`src/rtl/yacht_pkg.sv`:
```
// Shared widths, category codes and scorer state encoding for the Yacht Dice evaluator.
package yacht_pkg;

    localparam int NUM_DICE = 5;
    localparam int FACE_W   = 3;
    localparam int HIST_W   = 3;
    localparam int SUM_W    = 5;
    localparam int CAT_W    = 4;

    localparam logic [CAT_W-1:0] CAT_ACES   = 4'd0;
    localparam logic [CAT_W-1:0] CAT_TWOS   = 4'd1;
    localparam logic [CAT_W-1:0] CAT_THREES = 4'd2;
    localparam logic [CAT_W-1:0] CAT_FOURS  = 4'd3;
    localparam logic [CAT_W-1:0] CAT_FIVES  = 4'd4;
    localparam logic [CAT_W-1:0] CAT_SIXES  = 4'd5;
    localparam logic [CAT_W-1:0] CAT_CHOICE = 4'd6;
    localparam logic [CAT_W-1:0] CAT_FOUR   = 4'd7;
    localparam logic [CAT_W-1:0] CAT_FULL   = 4'd8;
    localparam logic [CAT_W-1:0] CAT_SMALL  = 4'd9;
    localparam logic [CAT_W-1:0] CAT_LARGE  = 4'd10;
    localparam logic [CAT_W-1:0] CAT_YACHT  = 4'd11;

    typedef enum logic [1:0] {
        ST_IDLE = 2'd0,
        ST_SCAN = 2'd1,
        ST_EVAL = 2'd2,
        ST_DONE = 2'd3
    } state_t;

endpackage

```
`src/rtl/yacht_face_hist.sv`:
```
// Face histogram (six counters), running pip sum and illegal-face flag.
// Latency: one cycle per inc; clr has priority over inc; no backpressure.
module yacht_face_hist
    import yacht_pkg::*;
(
    input  logic                          clk,
    input  logic                          reset,
    input  logic                          clr,
    input  logic                          inc,
    input  logic [FACE_W-1:0]             face,
    output logic [5:0][HIST_W-1:0]        hist,
    output logic [SUM_W-1:0]              sum,
    output logic                          err_acc
);

    logic face_ok;
    assign face_ok = (face != 3'd0) && (face != 3'd7);

    always_ff @(posedge clk or posedge reset) begin
        if (reset) begin
            hist    <= '0;
            sum     <= '0;
            err_acc <= 1'b0;
        end else if (clr) begin
            hist    <= '0;
            sum     <= '0;
            err_acc <= 1'b0;
        end else if (inc) begin
            // Faces 0 and 7 are flagged but never counted toward any bin or the sum.
            if (face_ok) begin
                hist[face - 3'd1] <= hist[face - 3'd1] + 3'd1;
                sum               <= sum + {2'b00, face};
            end else begin
                err_acc <= 1'b1;
            end
        end
    end

endmodule

```
`src/rtl/yacht_score_eval.sv`:
```
// Snapshots five dice on start, scans them into a histogram and scores one category.
// Latency start->done is 7 cycles; start is ignored while busy (no queueing).
module yacht_score_eval
    import yacht_pkg::*;
#(
    parameter int SCORE_W   = 6,
    parameter int YACHT_PTS = 50,
    parameter int SS_PTS    = 15,
    parameter int LS_PTS    = 30
) (
    input  logic                clk,
    input  logic                reset,
    input  logic                start,
    input  logic [CAT_W-1:0]    category,
    input  logic [FACE_W-1:0]   dice1,
    input  logic [FACE_W-1:0]   dice2,
    input  logic [FACE_W-1:0]   dice3,
    input  logic [FACE_W-1:0]   dice4,
    input  logic [FACE_W-1:0]   dice5,
    output logic                busy,
    output logic                done,
    output logic [SCORE_W-1:0]  score,
    output logic                err
);

    state_t state, state_nxt;

    logic [2:0]                         idx;
    logic [NUM_DICE-1:0][FACE_W-1:0]    dice_q;
    logic [CAT_W-1:0]                   cat_q;
    logic                               accept;

    logic [5:0][HIST_W-1:0]             hist;
    logic [SUM_W-1:0]                   sum;
    logic                               err_acc;

    logic [5:0]                         present;
    logic                               any2, any3, any4, any5;
    logic                               small_str, large_str;
    logic [SCORE_W-1:0]                 score_calc, score_nxt;
    logic                               err_nxt;

    assign accept = (state == ST_IDLE) && start;

    always_ff @(posedge clk or posedge reset) begin
        if (reset) state <= ST_IDLE;
        else       state <= state_nxt;
    end

    always_comb begin
        state_nxt = state;
        case (state)
            ST_IDLE: if (start) state_nxt = ST_SCAN;
            ST_SCAN: if (idx == 3'(NUM_DICE - 1)) state_nxt = ST_EVAL;
            ST_EVAL: state_nxt = ST_DONE;
            ST_DONE: state_nxt = ST_IDLE;
            default: state_nxt = ST_IDLE;
        endcase
    end

    always_comb begin
        busy = (state != ST_IDLE);
        done = (state == ST_DONE);
    end

    // score/err are only written in EVAL so they hold across the next scan.
    always_ff @(posedge clk or posedge reset) begin
        if (reset) begin
            idx    <= '0;
            dice_q <= '0;
            cat_q  <= '0;
            score  <= '0;
            err    <= 1'b0;
        end else begin
            if (accept) begin
                dice_q <= {dice5, dice4, dice3, dice2, dice1};
                cat_q  <= category;
                idx    <= '0;
            end else if (state == ST_SCAN) begin
                idx <= idx + 3'd1;
            end
            if (state == ST_EVAL) begin
                score <= score_nxt;
                err   <= err_nxt;
            end
        end
    end

    yacht_face_hist u_hist (
        .clk     (clk),
        .reset   (reset),
        .clr     (accept),
        .inc     (state == ST_SCAN),
        .face    (dice_q[idx]),
        .hist    (hist),
        .sum     (sum),
        .err_acc (err_acc)
    );

    always_comb begin
        present = '0;
        any2    = 1'b0;
        any3    = 1'b0;
        any4    = 1'b0;
        any5    = 1'b0;
        for (int f = 0; f < 6; f++) begin
            present[f] = (hist[f] != 3'd0);
            if (hist[f] == 3'd2) any2 = 1'b1;
            if (hist[f] == 3'd3) any3 = 1'b1;
            if (hist[f] >= 3'd4) any4 = 1'b1;
            if (hist[f] == 3'd5) any5 = 1'b1;
        end
        small_str = (&present[3:0]) | (&present[4:1]) | (&present[5:2]);
        large_str = (&present[4:0]) | (&present[5:1]);
    end

    always_comb begin
        score_calc = '0;
        case (cat_q)
            CAT_ACES, CAT_TWOS, CAT_THREES, CAT_FOURS, CAT_FIVES, CAT_SIXES:
                score_calc = SCORE_W'(hist[cat_q[2:0]]) *
                             (SCORE_W'(cat_q[2:0]) + SCORE_W'(1));
            CAT_CHOICE: score_calc = SCORE_W'(sum);
            CAT_FOUR:   score_calc = any4 ? SCORE_W'(sum) : '0;
            // With five dice a 3-bin plus a 2-bin is exactly one of each; yacht never qualifies.
            CAT_FULL:   score_calc = (any3 && any2) ? SCORE_W'(sum) : '0;
            CAT_SMALL:  score_calc = small_str ? SCORE_W'(SS_PTS) : '0;
            CAT_LARGE:  score_calc = large_str ? SCORE_W'(LS_PTS) : '0;
            CAT_YACHT:  score_calc = any5 ? SCORE_W'(YACHT_PTS) : '0;
            default:    score_calc = '0;
        endcase
        err_nxt   = err_acc || (cat_q > CAT_YACHT);
        score_nxt = err_nxt ? '0 : score_calc;
    end

endmodule

```
`config.mk`:
```
export PLATFORM = sky130hd
export DESIGN_NAME = yacht_score_eval
export DESIGN_NICKNAME = d
export VERILOG_FILES = /design/src/rtl/yacht_pkg.sv /design/src/rtl/yacht_face_hist.sv /design/src/rtl/yacht_score_eval.sv
export SDC_FILE = /design/constraint.sdc
export NUM_CORES = 1
export LEC_CHECK = 0
export CAP_MARGIN = 20
export CORE_UTILIZATION = 59
export DETAILED_ROUTE_END_ITERATION = 10
export HOLD_SLACK_MARGIN = 0.12
export MAX_ROUTING_LAYER = met4
export PLACE_DENSITY = 0.81
export SLEW_MARGIN = 10
export SYNTH_ARGS = -nofsm -noshare
export SYNTH_HDL_FRONTEND = slang
export SYNTH_SLANG_ARGS = --single-unit
```
`constraint.sdc`:
```
create_clock -name clk -period 4.4 [get_ports clk]
set_input_delay 0.88 -clock clk [delete_from_list [all_inputs] [get_ports clk]]
set_output_delay 0.88 -clock clk [all_outputs]
set_load 0.03 [all_outputs]
```
Word-level counts from Yosys, hierarchy flattened. Cells that the tools add are included.

Flip-flop bits (word level): 55. Bits of input ports: 22. Output and inout bits: 9.

Add/subtract/negate cells: 5. Multiply operators: 1. Order comparisons: 11. Equality and inequality tests: 37. Mux-type cells: 54. Bitwise gates (word level): 3. Reduce and logical (&&, ||, !) cells: 26.

Operators by type and width (number): two-way mux 18 bit (3); case mux 6 bit (7 select lines) (1); == test 3 x 2 -> 1 bit, second input constant (12); two-way mux 5 bit (6); binary-select mux 3 bit (select 3 bit) (3); two-way mux 1 bit (27); == test 3 bit, second input constant (7); nonzero test 3 bit (7); bitwise mux 18 bit (1); greater-or-equal comparator 3 bit, second input constant (6); two-way mux 3 bit (6); == test 4 x 3 -> 1 bit, second input constant (4); == test 4 bit, second input constant (4); < comparator 3 x 4 -> 1 bit, second input constant (3); two-way mux 6 bit (2); AND reduction 4 bit (3); AND reduction 5 bit (2); demux 3 bit (select 3 bit) (1); == test 4 x 2 -> 1 bit, second input constant (2); case mux 2 bit (4 select lines) (1); adder 3 x 1 -> 3 bit, second input constant (2); multiplier 3 x 4 -> 6 bit (1); != test 2 bit, second input constant (3); AND reduction 2 bit (3); 18 further kinds (27).

Logic depth before layout (Yosys ltp).
Depth after elaboration: 11. Mapped depth: 19. Depth with buffers taken out: 15.

Cells and area by module. A second synthesis with hierarchy kept.

Cells, all modules: 382. Area total of the unflattened synthesis: 3757.4 µm².

Modules (own cells, without submodules): yacht_score_eval (times used 1, cells an instance 234, area an instance 2253.4 µm²); yacht_face_hist (times used 1, cells an instance 148, area an instance 1503.9 µm²).

Least setup slack after synthesis. OpenSTA, ideal clock, no wires.

Kind: flip-flop to flip-flop. Start point: reg idx[0]. End point: reg u_hist.hist[17] (netlist name). Data arrival time: 3.925 ns. Data required time: 4.280 ns. Setup slack: 0.355 ns. Cell stages (with the launch flop): 19. Cells stage by stage: dfrtp_1 -> buf_6 -> mux4_1 -> inv_1 -> o21a_1 -> buf_1 -> ha_1 -> clkdlybuf4s15_1 -> nand2b_1 -> mux2i_1 -> a31oi_1 -> nand2_1 -> and4_1 -> a311oi_1 -> ha_1 -> and4bb_2 -> clkbuf_1 -> a31oi_1 -> a41o_1.

Longest elaborated chain between the ends: 11. Elaborated cells between the ends (all ways): 20.

Ends and longest elaborated chain: start: declaration (line yacht_score_eval.sv:28) `logic [2:0] idx;`; start signal: assignment (line yacht_score_eval.sv:80) `idx <= idx + 3'd1;`; binary-select mux 3 bit (select 3 bit) * (line yacht_score_eval.sv:94) `.face (dice_q[idx]),`; two-way mux 3 bit (implied by the code) * (line yacht_score_eval.sv:94); branches (longest 9 deep; another with subtractor 3 x 1 -> 3 bit); end signal: indexed assignment (line yacht_face_hist.sv:31) `hist[face - 3'd1] <= hist[face - 3'd1] + 3'd1;`; end: declaration (line yacht_face_hist.sv:11) `output logic [5:0][HIST_W-1:0] hist,`.

Mark *: on every way between the ends. The select of a mux whose other input is x is not followed. A chain may end at the register's enable or synchronous reset.

Worst setup path in the final report.
Start point: reg idx[0]. End point: reg u_hist.hist[11] (netlist name).

Same word-level chain as after synthesis.

==> run summary <==
The tools report the worst slew margin relative to its limit as 40.2%. The portion of netlist area occupied by mux cells works out to 9.79%. CTS placed an instance of sky130_fd_sc_hd__clkbuf_8 at the clock tree root. Counting every instance in the synthesized netlist gives 433. The startpoint identified for the worst register-to-register timing path is idx[0]. The tools report the number of distinct library cells after synthesis as 63. After synthesis, the share of flip-flops with an asynchronous set or reset is 100%. Global routing consumed, on the met3 layer, 4.51% of the routing resources. The synthesized design contains 55 register bits. The first-pass GRT wire length was 14400 µm; the CTS H-tree depth was 2. The initial antenna violation count was 0; the worst reg2reg path depth was 15. Setup total negative slack on the finished layout was measured at 0 ns. During synthesis, Yosys emitted a total of 0 warnings. The tools report the via count as 3174.

Clock latency on the worst-skew pair, taken at its later pin, is 0.31 ns. The compound-gate portion of the synthesized area works out to 14.3%. Power density of the placed cells: 712 mW/mm². Among all flip-flop cells after synthesis, the most frequent one is sky130_fd_sc_hd__dfrtp_1. STA puts the critical path data required time at 4.58 ns. The die covers 0.00680 mm².

Leading area contributor after synthesis: sky130_fd_sc_hd__dfrtp_1. The deepest clock path buffer count is 2. TritonCTS built the clock tree.

By area the synthesized netlist is led by sky130_fd_sc_hd__dfrtp_1 (36%), sky130_fd_sc_hd__nand2_1 (10%), sky130_fd_sc_hd__ha_1 (7.2%). For met2 alone, demand over resource in global routing was 47.8%. In this run the most critical hold path is launched from dice_q[4]. The instance count along the most critical hold path is 2, and the number of remaining DRC errors is 0. The tools report the sequential fraction of the synthesis area as 36.0%.

The critical path is of the flip-flop to flip-flop type. The tools report the net count of the mapped netlist as 481. Max-cap violations in this run came to 0.

The total number of nets in the final design is 499, and the largest fanout on the critical path is 12. The final critical path takes up 92.3% of the cycle. The final layout contains routed wiring with a total length of 8370 µm. Setup repair after global routing left no endpoint under its margin. The count of non-filler cells in the finished layout is 527. The cell area that synthesis handed to floorplanning was 0.00382 mm². Global routing consumed, on the met1 layer, 35.6% of the routing resources. The worst setup skew after layout is 0.00701 ns, and the slack of the worst reg-to-reg path is 0.34 ns. The number of antenna diodes in the final layout is 0. During placement, the flow inserted port buffers numbering 30. The tools report the pin count of the biggest net entering global routing as 52.

met2 is the most crowded layer. Setup violations remaining at the end of the flow were counted as 0. Summed over all cells, the static leakage comes to 0.00207 µW.

Global routing used 28.9% of the available tracks. Row generation in the floorplan step produced 28 rows. The worst register-to-register path ends at u_hist.hist[11]. The logs give 0.933 for the routability congestion estimate and 62.7% for the initial core utilization. Number of placed cells counting well taps: 518. Clock tree synthesis found a total of 55 sinks. The HPWL reported at the end of detailed placement is 6200 µm, and the number of gates resized after CTS is 0. In this run the horizontal extent of the chip is 82.5 µm. The number of top-level pins was 31. The post-synthesis simple-gate area fraction was 23.2%. After synthesis, the mean cell area works out to 8.83 µm².

Once layout is complete, the utilization of the core stands at 69.4%. The number of global-route vias before repair came out at 3115. For the aggregate global routing overflow, the log shows 0. STA classifies the critical path endpoint as a flip-flop. The most critical setup path has its startpoint at idx[0]. By area, the combinational part of the netlist is dominated by simple AND/OR/NAND/NOR gates. In this run the remaining antenna-violating nets after routing total 0. From bottom edge to top edge, the die measures 82.5 µm. The number of buffers inserted to repair setup after CTS was 0. The share of the synthesized area in the top cell type came out at 36.0%. After clock tree synthesis, the flow added hold-fix buffers numbering 0. After detailed routing, the average wire length per cell comes to 15.9 µm. The final critical delay including setup and external delays is 4.06 ns, and the post-synthesis share of cell area spent on full adders, half adders and majority gates is 9.30%. The min-delay analysis places its worst path in the category flip-flop to flip-flop. The run finished with clean final reports. After Yosys synthesis, XOR and XNOR cells account for 1.83% of the synthesized area. The critical path launch point type is a flip-flop. Number of enable-type register cells in the synthesized netlist: 0. The fraction of layout cells with a size suffix above 1 is 6.86%.

The worst-case IR drop observed on VDD is 0.457 mV. The area added between synthesis and finish came out at 10.7%. The signal arrival time at the worst endpoint was 4.24 ns. The clock transition at the registers of the reported paths is 0.10 ns, and the number of hold violations in the final report is 0.

In this run, CTS created clock tree buffers numbering 5. For hold timing, the worst endpoint is dice_q[4]. The area of the placeable core was 0.00610 mm². The final max-slew violation count was 0; the ratio of routed vias to standard cells was 6.02. The highest achievable clock rate is 246 MHz, and the length of the first detailed-routing pass in iterations is 4. The number of DRC markers in iteration 0 came out at 257.

At the pin with the least slew margin, the transition time is 0.886 ns.
==> worst max path at each step <==
stage / end / slack, ns / cells after the start
floorplan: u_hist.hist[17] / 0.36 / 18
global placement: u_hist.hist[11] / 0.61 / 15
CTS: u_hist.hist[11] / 0.40 / 15
finish: u_hist.hist[11] / 0.34 / 15
global route: u_hist.hist[11] / 0.06 / 15
detailed placement: u_hist.hist[11] / 0.43 / 15
==> routing by layer <==
layer | share of wire [%] | vias up
met2 | 50 | 104
met5 | 0 | -
met1 | 42 | 1518
met3 | 5.6 | 20
met4 | 2.2 | 0
li1 | - | 1532
==> cell families (layout without fill, tap and decap cells) <==
| logic type | count (synthesis) | in the layout |
|---|---|---|
| other | 2 | 2 |
| muxes | 30 | 30 |
| buffers and inverters | 43 | 62 |
| DFF | 55 | 55 |
| and+or+nand+nor | 191 | 191 |
| adders and majority gates | 26 | 26 |
| xor gates and xnor gates | 8 | 8 |
| AOI/OAI and AO/OA | 78 | 78 |
==> cells in the mapped netlist (3+ instances only) <==
cell                         n
sky130_fd_sc_hd__mux2_2      3
sky130_fd_sc_hd__dfrtp_1    55
sky130_fd_sc_hd__nor3_1      8
sky130_fd_sc_hd__nand2b_1   10
sky130_fd_sc_hd__and2_1      5
sky130_fd_sc_hd__mux2i_1    22
sky130_fd_sc_hd__a31o_2      5
sky130_fd_sc_hd__nor2b_1     3
sky130_fd_sc_hd__a211oi_1    3
sky130_fd_sc_hd__mux4_2      3
sky130_fd_sc_hd__a21oi_1    23
sky130_fd_sc_hd__o21ai_0    12
sky130_fd_sc_hd__xor2_1      3
sky130_fd_sc_hd__nand2_1   102
sky130_fd_sc_hd__nand3b_1    9
sky130_fd_sc_hd__inv_1      19
sky130_fd_sc_hd__nor2_1     32
sky130_fd_sc_hd__a221o_1     5
sky130_fd_sc_hd__clkbuf_1   14
sky130_fd_sc_hd__buf_6       3
sky130_fd_sc_hd__nand3_1     6
sky130_fd_sc_hd__a31oi_1     4
sky130_fd_sc_hd__fa_1        4
sky130_fd_sc_hd__ha_1       22
sky130_fd_sc_hd__buf_4       3
sky130_fd_sc_hd__xnor2_1     5
==> placed cells by master (no fill, tap or decap), types with 4 or more instances in the layout <==
cell type	netlist	layout
sky130_fd_sc_hd__and2_1	5	5
sky130_fd_sc_hd__nor3_1	8	8
sky130_fd_sc_hd__buf_4	3	4
sky130_fd_sc_hd__xnor2_1	5	5
sky130_fd_sc_hd__nand3_1	6	6
sky130_fd_sc_hd__a21oi_1	23	23
sky130_fd_sc_hd__a31oi_1	4	4
sky130_fd_sc_hd__nor2_1	32	32
sky130_fd_sc_hd__o21ai_0	12	12
sky130_fd_sc_hd__fa_1	4	4
sky130_fd_sc_hd__nand3b_1	9	9
sky130_fd_sc_hd__a31o_2	5	5
sky130_fd_sc_hd__clkdlybuf4s50_1	0	30
sky130_fd_sc_hd__nand2_1	102	102
sky130_fd_sc_hd__clkbuf_8	0	7
sky130_fd_sc_hd__inv_1	19	18
sky130_fd_sc_hd__mux2i_1	22	22
sky130_fd_sc_hd__nand2b_1	10	10
sky130_fd_sc_hd__dfrtp_1	55	55
sky130_fd_sc_hd__a221o_1	5	5
sky130_fd_sc_hd__ha_1	22	22
==> worst max-delay path: stages, from the launching register on <==
cell,delay (ns)
sky130_fd_sc_hd__dfrtp_1,0.60
sky130_fd_sc_hd__mux4_1,0.62
sky130_fd_sc_hd__inv_1,0.07
sky130_fd_sc_hd__o21a_1,0.14
sky130_fd_sc_hd__ha_1,0.30
sky130_fd_sc_hd__nand2b_1,0.14
sky130_fd_sc_hd__mux2i_1,0.09
sky130_fd_sc_hd__a31o_2,0.25
sky130_fd_sc_hd__nor2_1,0.50
sky130_fd_sc_hd__a31oi_1,0.18
sky130_fd_sc_hd__a21oi_1,0.20
sky130_fd_sc_hd__ha_1,0.18
sky130_fd_sc_hd__nor2b_1,0.16
sky130_fd_sc_hd__nand2_1,0.08
sky130_fd_sc_hd__o311ai_0,0.29
sky130_fd_sc_hd__o41ai_1,0.13
==> state kept, by name, summed over array words and instances (netlist names) <==
name	count
cat_q	4
dice_q	15
err	1
idx	3
score	6
state	2
u_hist.err_acc	1
u_hist.hist	18
u_hist.sum	5
==> report_power, final <==
part	total (µW)	leakage (µW)	internal [µW]	switching (µW)
Combinational	1750	0.00130	717	1030
Clock	307	0.0000515	144	163
Sequential	956	0.000722	686	270
==> per-stage QoR <==
step	worst slack (ns)	cell area (µm²)	hold WS, ns	power [µW]
2_1_floorplan	0.355	3820	0.437	2310
3_3_place_gp	0.612	4110	0.454	2620
4_1_cts	0.403	4210	0.482	3000
6_report	0.338	4230	0.481	3010
5_1_grt	0.0585	4230	0.513	3280
3_5_place_dp	0.435	4110	0.458	2690
==> final cells by class <==
class | count | area [µm²]
tap | 75 | 93.8
fill | 493 | 1870
clock buffer | 8 | 100
sequential | 55 | 1380
inverter | 19 | 71.3
timing repair buffer | 35 | 350
multi-input combinational | 335 | 2240
(Power assumes the default switching activity.)
